$ cat src/rtl/debounce_edge_counter.sv
// debounce_edge_counter: 2-FF synchronizer -> stability-timer debouncer ->
// rising-edge detector -> up/down edge counter.
// Define DEBCNT_SATURATE_EN to make the counter saturate ("up" holds at all-ones,
// "down" holds at zero) instead of wrapping modulo 2^WIDTH.
module debounce_edge_counter #(
  parameter int    MODULUS = 2_500_000,
  parameter int    WIDTH   = 10,
  parameter string UP_DOWN = "up"
) (
  input  logic             i_clk,
  input  logic             i_sclr,
  input  logic             i_in,
  output logic             o_out,
  output logic             o_en,
  output logic [WIDTH-1:0] o_cnt
);

  localparam int          TW   = $clog2(MODULUS);
  localparam logic [TW-1:0] TMAX = TW'(MODULUS - 1);
  localparam bit          DOWN = (UP_DOWN == "down");

  logic [1:0]       sync_q;
  logic             sync2;
  logic [TW-1:0]    timer;
  logic             o_prev;
  logic [WIDTH-1:0] cnt_nxt;

  assign sync2 = sync_q[1];

  // two-flop synchronizer; the switch is asynchronous to i_clk
  always_ff @(posedge i_clk) begin
    if (!i_sclr) sync_q <= '0;
    else         sync_q <= {sync_q[0], i_in};
  end

  // stability timer: o_out follows only after MODULUS consecutive differing cycles
  always_ff @(posedge i_clk) begin
    if (!i_sclr) begin
      timer <= '0;
      o_out <= 1'b0;
    end else if (sync2 == o_out) begin
      timer <= '0;
    end else if (timer == TMAX) begin
      o_out <= sync2;
      timer <= '0;
    end else begin
      timer <= timer + TW'(1);
    end
  end

  // edge history; o_en marks the first cycle o_out is high
  always_ff @(posedge i_clk) begin
    if (!i_sclr) o_prev <= 1'b0;
    else         o_prev <= o_out;
  end

  assign o_en = o_out & ~o_prev;

  // next count: step per edge, wrapping or saturating depending on build
  always_comb begin
    cnt_nxt = o_cnt;
    if (DOWN) begin
`ifdef DEBCNT_SATURATE_EN
      if (o_cnt != '0) cnt_nxt = o_cnt - WIDTH'(1);
`else
      cnt_nxt = o_cnt - WIDTH'(1);
`endif
    end else begin
`ifdef DEBCNT_SATURATE_EN
      if (o_cnt != '1) cnt_nxt = o_cnt + WIDTH'(1);
`else
      cnt_nxt = o_cnt + WIDTH'(1);
`endif
    end
  end

  // edge counter; reset wins over a coincident o_en
  always_ff @(posedge i_clk) begin
    if (!i_sclr)   o_cnt <= '0;
    else if (o_en) o_cnt <= cnt_nxt;
  end

endmodule

$ cat config.mk
export PLATFORM = sky130hd
export DESIGN_NAME = debounce_edge_counter
export DESIGN_NICKNAME = d
export VERILOG_FILES = /design/src/rtl/debounce_edge_counter.sv
export SDC_FILE = /design/constraint.sdc
export NUM_CORES = 1
export LEC_CHECK = 0
export ABC_AREA = 1
export BUFFER_PORTS_ARGS = -buffer_cell sky130_fd_sc_hd__buf_2
export CORE_MARGIN = 10
export CORE_UTILIZATION = 58
export DETAILED_ROUTE_END_ITERATION = 8
export PLACE_DENSITY = 0.78
export SYNTH_ARGS = -nofsm -noshare
export SYNTH_HDL_FRONTEND = slang
export SYNTH_SLANG_ARGS = --single-unit
$ cat constraint.sdc
create_clock -name i_clk -period 2 [get_ports i_clk]
set_clock_uncertainty 0.15 [all_clocks]
set_input_delay 0.2 -clock i_clk [delete_from_list [all_inputs] [get_ports i_clk]]
set_output_delay 0.2 -clock i_clk [all_outputs]
set_load 0.01 [all_outputs]
==> summary.md, run 1 <==
| Metric | Value |
|---|---|
| Syn nets | 271 |
| Hold path depth | 2 |
| Iteration-0 DRC Markers | 85 |
| Worst setup margin | 0.2777 ns |
| Clock tree buffer depth | 2 |
| Total CTS buffers | 5 |
| Worst min path class | reg2reg |
| Unique masters post-synth | 27 |
| Post-synth top cells | 64 x nand2_1, 52 x nor2_1, 36 x dfxtp_1, 32 x inv_1, 16 x nand3_1 |
| Pin count of the biggest net entering global routing | 20 |
| Total gr overflow | 0 |
| Syn Std Cell Area | 1833 sq um |
| Layout cells sized above 1 | 15.57% |
| Root Driver | clkbuf_4 |
| Fin crit period | 1.722 ns |
| Critical path startpoint category | flop |
| Async SR Flop Fraction | 0% |
| Post-synth EDFFs | 0 |
| Top post-synthesis cells by area | dfxtp_1 39%, nand2_1 13%, nor2_1 11%, inv_1 6.6%, nor2_2 4.8% |
| Worst Max-Slew Pin Slew | 0.3030 ns |
| FF-to-FF Start | timer[0] |
| CTS Hold Bufs | 3 |
| Capture point of the worst reg-to-reg path | timer[14] |
| Register-to-Register Path Depth | 8 |
| Setup crit end kind | flop |
| First-pass GRT wire length | 6479 um |
| Req. time, crit path | 2.08 ns |
| Top cell type's share of synthesized area | 39.32% |
| Yosys warns | 0 |
| Relative max-transition margin | 79.78% |
| CTS tree | done |
| Die area | 5809 sq um |
| Routed wire length | 3638 um |
| CP max FO | 19 |
| Post-layout total power | 0.001248 W |
| Starting Density | 60.54% |
| DR DRC count | 0 |
| Psw | 0.0002573 W |
| Final worst-path cycle share | 86.11% |
| I/O Pins | 15 |
| Setup slack, reg-to-reg | 0.28 ns |
| Maximum clock frequency | 580.6 MHz |
| Row count | 20 |
| Die X | 76.22 um |
| Die Y | 76.22 um |
| DRT antenna net count | 0 |
| Min Hold Slack | 0.2713 ns |
| GPL Wtd Cong | 0.8708 |
| Max VDD drop | 461.7 uV |
| P_leak | 0.8020 nW |
| Fill cell count | 273 |
| Wire per inst | 10.92 um |
| Post-synthesis sequential area ratio | 39.32% |
| # diodes | 0 |
| Area Growth Syn to Fin | 11.33% |
| Initial DRT Pass Iterations | 4 |
| Most numerous cell in the Yosys netlist | nand2_1 |
| Dominant synthesized flop cell | dfxtp_1 |
| Clk slew on worst S/H paths | 0.11 ns |
| Power per Cell Area | 611.4 nW/um^2 |
| Initial antenna violation count | 0 |
| Sink Count | 36 |
| # port buffers | 14 |
| Post-cts sizing count | 0 |
| Vias per inst | 4.853 |
| Max Cap Viol | 0 |
| Clk_lat worst skew | 0.35 ns |
| Setup Total Neg Slack | 0 ns |
| Synth Area per Inst | 6.891 sq um |
| Pre-CTS setup slack | 0.2949 ns |
| Core area | 3028 sq um |
| Status | complete, no violations |
| Area leader, netlist | dfxtp_1 |
| Final setup violation count | 0 |
| Clock power share | 40.4% |
| Mapped Cells | 266 |
| Pint | 0.0009904 W |
| RSZ-0062 raised after global routing | no |
| Seq pwr share | 57.7% |
| CP Class | reg2reg |
| Final Hold Fails | 0 |
| Setup bufs post-CTS | 0 |
| Slew Viols, Final | 0 |
| Post-DP HPWL | 2719 um |
| Switching Share | 20.62% |
| Vias in the first global route | 1533 |
| Via count | 1616 |
| Hold endpoint | sync_q[1] |
| Comb pwr share | 1.9% |
| Flops & latches, synth | 36 |
| CP arrival | 1.81 ns |
| Final net count | 293 |
| H-tree depth | 2 |
| Worst Hold Launch | sync_q[0] |
| Post-layout util | 67.40% |
| Total GRT Usage | 13.30% |
## logic make-up (layout without fill, tap and decap cells)
family          count (synthesis)  in the layout  share of synthesized area [%]
fa+ha+maj                       2              2                          1.365
compound gates                 15             15                          4.505
flops                          36             36                          39.32
buf+inv                        36             59                          8.260
simple gates                  164            164                          40.34
xor+xnor                       13             13                          6.212
## stage by stage
| step | cells | cell area (sq um) |
|---|---|---|
| after detailed placement | 322 | 1934 |
| after CTS | 333 | 2041 |
| final | 333 | 2041 |
| after floorplan | 266 | 1833 |
| after global routing | 333 | 2041 |
| after global placement | 322 | 1934 |
## cell type report
| type | count | area [sq um] | area share [%] |
|---|---|---|---|
| multi-input combinational | 194 | 960.9 | 47.09 |
| sequential | 36 | 720.7 | 35.32 |
| inverter | 34 | 127.6 | 6.254 |
| timing repair buffer | 17 | 100.1 | 4.905 |
| tap | 44 | 55.05 | 2.698 |
| clock buffer | 6 | 41.29 | 2.023 |
| clock inverter | 2 | 35.03 | 1.717 |
## layout by cell type, fill, tap and decap left out, types with 2 or more instances in the layout
cell type,n
nand3_1,16
nand2_2,2
nand3b_1,2
o21ai_0,3
ha_1,2
xnor2_1,5
nand4_1,4
nor2_1,52
a21oi_1,9
nor2_4,2
inv_2,2
nor3_1,2
dfxtp_1,36
nand2_1,64
buf_2,14
o21bai_1,2
dlygate4sd3_1,3
clkbuf_4,5
nor2_2,14
inv_1,32
xor2_1,8
## routing by layer
metal / GRT usage, % / wire (um) / vias up
met2: 21.77 / 1672 / 31
met4: 5.204 / 63 / 0
met3: 4.245 / 179 / 6
met1: 15.73 / 1722 / 718
li1: - / - / 861
met5: 0 / 0 / -
## power groups by stage
stage / registers, W / logic (W) / clock network (W)
after CTS: 0.000720 / 0.0000233 / 0.000515
after global routing: 0.000721 / 0.0000268 / 0.000545
final: 0.000720 / 0.0000235 / 0.000504
after global placement: 0.000737 / 0.0000188 / 0
after floorplan: 0.000736 / 0.0000160 / 0
after detailed placement: 0.000737 / 0.0000189 / 0
## worst max-delay path, stage by stage (launching register included)
cell and delay (ns):
dfxtp_1 0.38, ha_1 0.22, nand2_2 0.09, nor2_4 0.13, inv_2 0.06, nor2_2 0.11, nand3_2 0.14, nand2_4 0.25
a21oi_1 0.08
## flip-flops by register name, summed over array words and instances (netlist names)
| name | cells |
|---|---|
| o_out | 1 |
| sync_q | 2 |
| o_cnt | 10 |
| o_prev | 1 |
| timer | 22 |
## how the worst max path moves through the flow
stage	start	end	slack, ns	depth (start not counted)
CTS	timer[0]	timer[14]	0.27	8
finish	timer[0]	timer[14]	0.28	8
global route	timer[0]	timer[18]	0.14	8
global placement	timer[0]	timer[15]	0.35	8
detailed placement	timer[0]	timer[18]	0.29	8
floorplan	timer[0]	timer[15]	0.43	9
Note: power is estimated with default switching activity, not from simulation.
==> run 2, diff against run 1 <==
--- a/config.mk
+++ b/config.mk
@@ -11,6 +11,7 @@
 export CORE_UTILIZATION = 58
 export DETAILED_ROUTE_END_ITERATION = 8
 export PLACE_DENSITY = 0.78
+export RECOVER_POWER = 100
 export SYNTH_ARGS = -nofsm -noshare
 export SYNTH_HDL_FRONTEND = slang
 export SYNTH_SLANG_ARGS = --single-unit
==> run 2 against run 1 <==
Critical path type unchanged. Register-to-register slack got worse by 0.04 ns. Worst hold slack about the same. Critical path depth is the same. Via count is 0.80% higher. Combinational power decreased by 2%. Sequential share of layout area rose by 0.75 points. Cell count unchanged. Sequential power is essentially flat. Routed wire length decreased by 0.11%. Critical endpoint is now timer[16]. Largest power group unchanged.
==> summary.md, run 2 (synthesis gave the netlist of run 1 again) <==
| Metric | Value |
|---|---|
| Status | complete, no violations |
| Root Driver | clkbuf_4 |
| Power per Cell Area | 624.6 nW/um^2 (+2.2%) |
| H-tree depth | 2 (unchanged) |
| Seq pwr share | 57.7% (about the same) |
| Setup bufs post-CTS | 0 (unchanged) |
| Maximum clock frequency | 569.0 MHz (-2.0%) |
| Die X | 76.22 um (unchanged) |
| Top Registers | timer: 22 flops, o_cnt: 10 flops, sync_q: 2 flops |
| Hold path depth | 2 (unchanged) |
| Commonest non-fill, non-tap cell in the layout | nand2_1 |
| Fill cell count | 286 (+4.8%) |
| Post-DP HPWL | 2719 um (unchanged) |
| First-pass GRT wire length | 6479 um (unchanged) |
| RSZ-0062 raised after global routing | no |
| Worst Hold Launch | sync_q[0] |
| Switching Share | 20.65% (+0.033 points) |
| Register area | 720.7 sq um (unchanged) |
| Setup Total Neg Slack | 0 ns (unchanged) |
| Max reg flops | 22 (unchanged) |
| Clock power share | 40.4% (about the same) |
| GPL Wtd Cong | 0.8708 (unchanged) |
| Max Cap Viol | 0 (unchanged) |
| DR DRC count | 0 (unchanged) |
| Wire per inst | 10.91 um (-0.11%) |
| Starting Density | 60.54% (unchanged) |
| Final net count | 293 (unchanged) |
| Slew Viols, Final | 0 (unchanged) |
| Routed wire length | 3634 um (-0.11%) |
| Initial antenna violation count | 0 (unchanged) |
| Final Hold Fails | 0 (unchanged) |
| Setup crit end kind | flop |
| Multi-input gate area | 933.4 sq um (-2.9%) |
| DRT antenna net count | 0 (unchanged) |
| Iteration-0 DRC Markers | 82 (-3.5%) |
| Clock tree buffer depth | 2 (unchanged) |
| Layout cells sized above 1 | 7.958% (-7.6 points) |
| Relative max-transition margin | 74.17% (-5.6 points) |
| Worst Max-Slew Pin Slew | 0.3861 ns (+0.08308 ns) |
| Capture point of the worst reg-to-reg path | timer[16] |
| Hold endpoint | sync_q[1] |
| # port buffers | 14 (unchanged) |
| Initial DRT Pass Iterations | 4 (unchanged) |
| Area Growth Syn to Fin | 9.010% |
| Core area | 3028 sq um (unchanged) |
| Clk_lat worst skew | 0.35 ns (about the same) |
| P_leak | 0.7483 nW (-6.7%) |
| Clk slew on worst S/H paths | 0.11 ns (about the same) |
| Crit. Startpoint | timer[0] |
| Register-to-Register Path Depth | 8 (unchanged) |
| Pint | 0.0009904 W (about the same) |
| Sink Count | 36 (unchanged) |
| Row count | 20 (unchanged) |
| Via count | 1629 (+0.80%) |
| Setup slack, reg-to-reg | 0.24 ns (-0.04 ns) |
| Final setup violation count | 0 (unchanged) |
| Vias in the first global route | 1533 (unchanged) |
| Max VDD drop | 462.0 uV (about the same) |
| Fin crit period | 1.757 ns (+0.03512 ns) |
| Psw | 0.0002578 W (+0.20%) |
| Total gr overflow | 0 (unchanged) |
| Top reg by flops | timer |
| CTS tree | done |
| CP max FO | 5 (-14) |
| Vias per inst | 4.892 (+0.80%) |
| Non-Filler Instances | 333 (unchanged) |
| FF-to-FF Start | timer[0] |
| Total GRT Usage | 13.30% (unchanged) |
| Die area | 5809 sq um (unchanged) |
| Req. time, crit path | 2.10 ns (+0.02 ns) |
| CP arrival | 1.85 ns (+0.04 ns) |
| I/O Pins | 15 (unchanged) |
| Die Y | 76.22 um (unchanged) |
| Critical path startpoint category | flop |
| Total CTS buffers | 5 (unchanged) |
| Placed insts | 322 (unchanged) |
| Comb pwr share | 1.9% (about the same) |
| Final worst-path cycle share | 87.87% (+1.8 points) |
| # diodes | 0 (unchanged) |
| Worst min path class | reg2reg |
| CP Class | reg2reg |
| Pin count of the biggest net entering global routing | 20 (unchanged) |
| Most frequent cells in the layout | 65 x nand2_1, 60 x nor2_1, 36 x dfxtp_1 |
==> run 2: changes by cell type in the layout (fill, tap and decap cells not counted) <==
cell / previous run / this run
inv_2: 2 / 1
nor2_1: 52 / 60
nand2_2: 2 / 1
clkbuf_1: 1 / 13
nor2_4: 2 / 1
buf_2: 14 / 2
inv_1: 32 / 33
nor2_2: 14 / 7
nand2_1: 64 / 65
==> run 2: stage by stage <==
stage	setup slack, ns	power [W]	util, %	hold WS (ns)	area, sq um
2_1_floorplan	0.4276	0.0007525	-	0.1476	1833
3_3_place_gp	0.3539	0.0007554	63.88	0.2390	1934
3_5_place_dp	0.2949	0.0007556	63.88	0.2454	1934
4_1_cts	0.2692	0.001259	67.40	0.2730	2041
5_1_grt	0.08264	0.001292	65.99	0.3026	1998
6_report	0.2426	0.001248	65.99	0.2714	1998
==> run 2: worst max-delay path: stages (launching register included) <==
cell     delay (ns)
dfxtp_1        0.38
ha_1           0.21
nand2_1        0.11
nor2_4         0.14
nand2_1        0.10
nor2_1         0.32
nand3_1        0.12
nand3_1        0.09
nor2_1         0.04
==> run 2: routing by layer <==
layer  vias to the layer above  share of wire (%)  track usage [%]
li1                        860                  -                -
met1                       732                 49            15.73
met2                        30                 46            21.77
met3                         7                3.5            4.245
met4                         0                1.8            5.204
met5                         -                  0                0
==> run 2: cell type report <==
cell class	count	area share, %
clock buffers	6	2.066
well taps	44	2.755
flip-flops and latches	36	36.07
multi-input cells	194	46.71
clock inverters	2	1.753
inverters	34	6.387
repair buffers	17	4.258
==> run 2: worst max-delay path by stage <==
stage | cells past startpoint | end | slack, ns
2_1_floorplan | 9 | timer[15] | 0.43
3_3_place_gp | 8 | timer[15] | 0.35
3_5_place_dp | 8 | timer[18] | 0.29
4_1_cts | 8 | timer[14] | 0.27
5_1_grt | 8 | timer[16] | 0.08
6_report | 8 | timer[16] | 0.24
==> run 2: power by group through the flow <==
stage | combinational [W] | clock (W) | sequential [W]
2_1_floorplan | 0.0000160 | 0 | 0.000736
3_3_place_gp | 0.0000188 | 0 | 0.000737
3_5_place_dp | 0.0000189 | 0 | 0.000737
4_1_cts | 0.0000233 | 0.000515 | 0.000720
5_1_grt | 0.0000263 | 0.000545 | 0.000721
6_report | 0.0000231 | 0.000505 | 0.000720
==> run 2: repair_timing <==
action                    in CTS  in global routing
hold endpoints to repair       2                  0
hold buffers                   3                  0
resized for setup              0                  0
==> run 3, diff against run 2 <==
--- a/config.mk
+++ b/config.mk
@@ -7,11 +7,14 @@
 export LEC_CHECK = 0
 export ABC_AREA = 1
 export BUFFER_PORTS_ARGS = -buffer_cell sky130_fd_sc_hd__buf_2
+export CELL_PAD_IN_SITES_DETAIL_PLACEMENT = 0
+export CELL_PAD_IN_SITES_GLOBAL_PLACEMENT = 1
 export CORE_MARGIN = 10
-export CORE_UTILIZATION = 58
+export CORE_UTILIZATION = 42
 export DETAILED_ROUTE_END_ITERATION = 8
-export PLACE_DENSITY = 0.78
+export PLACE_DENSITY_LB_ADDON = 0.1
 export RECOVER_POWER = 100
+export REMOVE_ABC_BUFFERS = 1
 export SYNTH_ARGS = -nofsm -noshare
 export SYNTH_HDL_FRONTEND = slang
 export SYNTH_SLANG_ARGS = --single-unit
==> run 3 against run 2 <==
Clock power is 2% higher. Sequential power hardly changed. Sequential share of layout area is 0.11 points lower. First-iteration DRC count is 43% lower. Total power is 0.37% higher. Critical path depth stayed put. Sequential cell count stayed put. Critical endpoint is now timer[10]. Highest routed layer unchanged.
==> summary.md, run 3 (synthesis gave the netlist of run 1 again) <==
| Metric | Value |
|---|---|
| Row count | 23 (+15%) |
| GPL Wtd Cong | 0.8226 (-5.5%) |
| Worst min path class | in2reg |
| Total gr overflow | 0 (unchanged) |
| Fin crit period | 1.692 ns (-0.06575 ns) |
| Capture point of the worst reg-to-reg path | timer[10] |
| Total GRT Usage | 11.17% (-2.1 points) |
| Max reg flops | 22 (unchanged) |
| Slew Viols, Final | 0 (unchanged) |
| I/O Pins | 15 (unchanged) |
| DR DRC count | 0 (unchanged) |
| Critical path startpoint category | flop |
| CP top delay family | simple AND/OR/NAND/NOR gates |
| Initial DRT Pass Iterations | 6 (+2) |
| # port buffers | 14 (unchanged) |
| Clk slew on worst S/H paths | 0.08 ns (-0.03 ns) |
| Iteration-0 DRC Markers | 47 (-43%) |
| Met2 track demand over resource | 17.11% (-4.7 points) |
| Switching Share | 22.72% (+2.1 points) |
| Final net count | 291 (-0.68%) |
| Final setup violation count | 0 (unchanged) |
| Commonest non-fill, non-tap cell in the layout | nand2_1 |
| Power per Cell Area | 625.0 nW/um^2 (about the same) |
| CP Class | reg2reg |
| Die Y | 86.06 um (+13%) |
| CTS Hold Bufs | 1 (-2) |
| Pin count of the biggest net entering global routing | 20 (unchanged) |
| Max VDD drop | 330.7 uV (-28%) |
| # diodes | 0 (unchanged) |
| Post-cts sizing count | 0 (unchanged) |
| Min Hold Slack | 0.08441 ns (-0.1870 ns) |
| Critical-path top delay cell | dfxtp_1 |
| Root Driver | clkbuf_8 |
| Setup slack, reg-to-reg | 0.31 ns (+0.07 ns) |
| Psw | 0.0002846 W (+10%) |
| Maximum clock frequency | 591.1 MHz (+3.9%) |
| Top Registers | timer: 22 flops, o_cnt: 10 flops, sync_q: 2 flops |
| Sink Count | 36 (unchanged) |
| CTS tree | done |
| Seq pwr share | 57.4% (-0.3 points) |
| Total CTS buffers | 5 (unchanged) |
| Area Growth Syn to Fin | 9.351% |
| Clock tree buffer depth | 2 (unchanged) |
| Starting Density | 44.54% (-16 points) |
| CP max FO | 19 (+14) |
| FF-to-FF Start | timer[0] |
| DRT antenna net count | 0 (unchanged) |
| Hold endpoint | sync_q[1] |
| Initial antenna violation count | 0 (unchanged) |
| Routed wire length | 3790 um (+4.3%) |
| Most frequent cells in the layout | 65 x nand2_1, 59 x nor2_1, 36 x dfxtp_1 |
| Pint | 0.0009681 W (-2.2%) |
| Top reg by flops | timer |
| Relative max-transition margin | 76.26% (+2.1 points) |
| Wire per inst | 11.25 um (+3.1%) |
| CP arrival | 1.72 ns (-0.13 ns) |
| Die X | 86.06 um (+13%) |
| Die area | 7406 sq um (+28%) |
| Vias per inst | 4.620 (-5.6%) |
| Core area | 4115 sq um (+36%) |
| Vias in the first global route | 1523 (-0.65%) |
| CP bufs+invs | 1 (+1) |
| Register-to-Register Path Depth | 8 (unchanged) |
| Setup crit end kind | flop |
| Clk_lat worst skew | 0.29 ns (-0.06 ns) |
| Hold path depth | 3 (+1) |
| Final Hold Fails | 0 (unchanged) |
| Post-DP HPWL | 2850 um (+4.8%) |
| Slowest stage delay, CP | 0.35 ns (-0.03 ns) |
| First-pass GRT wire length | 6782 um (+4.7%) |
| Setup bufs post-CTS | 0 (unchanged) |
| P_leak | 0.7467 nW (-0.21%) |
| Via count | 1557 (-4.4%) |
| Final worst-path cycle share | 84.58% (-3.3 points) |
| Setup Total Neg Slack | 0 ns (unchanged) |
| Top Usage Layer GRT | met2 |
| GR Util met1 | 13.89% (-1.8 points) |
| Layout cells sized above 1 | 8.362% (+0.40 points) |
| Worst Hold Launch | i_sclr |
| H-tree depth | 2 (unchanged) |
| Met3 Track Usage GR | 3.690% (-0.56 points) |
| Worst Max-Slew Pin Slew | 0.3548 ns (-0.03129 ns) |
| Max Cap Viol | 0 (unchanged) |
| RSZ-0062 raised after global routing | no |
| Clock power share | 40.9% (+0.5 points) |
| Critical path cell sequence | ha_1 > nand2_1 > nor2_4 > inv_1 > nor2_2 > nand3_2 > nand2_4 > nor2_1 |
| Status | complete, no violations |
| Comb pwr share | 1.6% (-0.3 points) |
| Req. time, crit path | 2.02 ns (-0.08 ns) |
run 3: how the worst max path moves through the flow:
stage               startpoint         to  slack, ns  cells past startpoint
CTS                   timer[0]   timer[6]       0.28                      8
global route          timer[0]  timer[20]       0.11                      8
finish                timer[0]  timer[10]       0.31                      8
floorplan             timer[0]  timer[10]       0.47                      8
global placement      timer[0]  timer[17]       0.34                      8
detailed placement    timer[0]  timer[18]       0.28                      8
run 3: power groups by stage:
stage               Sequential [W]  Combinational, W  Clock, W
floorplan                 0.000736         0.0000115         0
global placement          0.000737         0.0000197         0
detailed placement        0.000737         0.0000196         0
CTS                       0.000720         0.0000213  0.000537
global route              0.000720         0.0000236  0.000561
finish                    0.000720         0.0000203  0.000513
run 3: through the flow:
step | util (%) | std cells | worst slack, ns | total power (W) | instance area [sq um]
floorplan | - | 264 | 0.4692 | 0.0007480 | 1809
global placement | 47.19 | 328 | 0.3351 | 0.0007563 | 1942
detailed placement | 47.19 | 328 | 0.2836 | 0.0007562 | 1942
CTS | 49.56 | 337 | 0.2831 | 0.001278 | 2039
global route | 48.71 | 337 | 0.1070 | 0.001305 | 2004
finish | 48.71 | 337 | 0.3083 | 0.001253 | 2004
run 3: worst register-to-register path: stages (launching register included):
cell     delay (ns)
dfxtp_1        0.35
ha_1           0.19
nand2_1        0.10
nor2_4         0.12
inv_1          0.09
nor2_2         0.11
nand3_2        0.14
nand2_4        0.24
nor2_1         0.09
run 3: layout make-up:
type                       instances  area (sq um)
clock inverter                     3         18.77
multi-input combinational        194         940.9
timing repair buffer              15         65.06
inverter                          34         127.6
clock buffer                       5         68.82
sequential                        36         720.7
fill                             452          2111
tap                               50         62.56
run 3: layer usage:
metal | up-vias | share of wire, %
li1 | 854 | -
met1 | 674 | 50
met2 | 23 | 44
met3 | 6 | 4.8
met4 | 0 | 1.5
met5 | - | 0
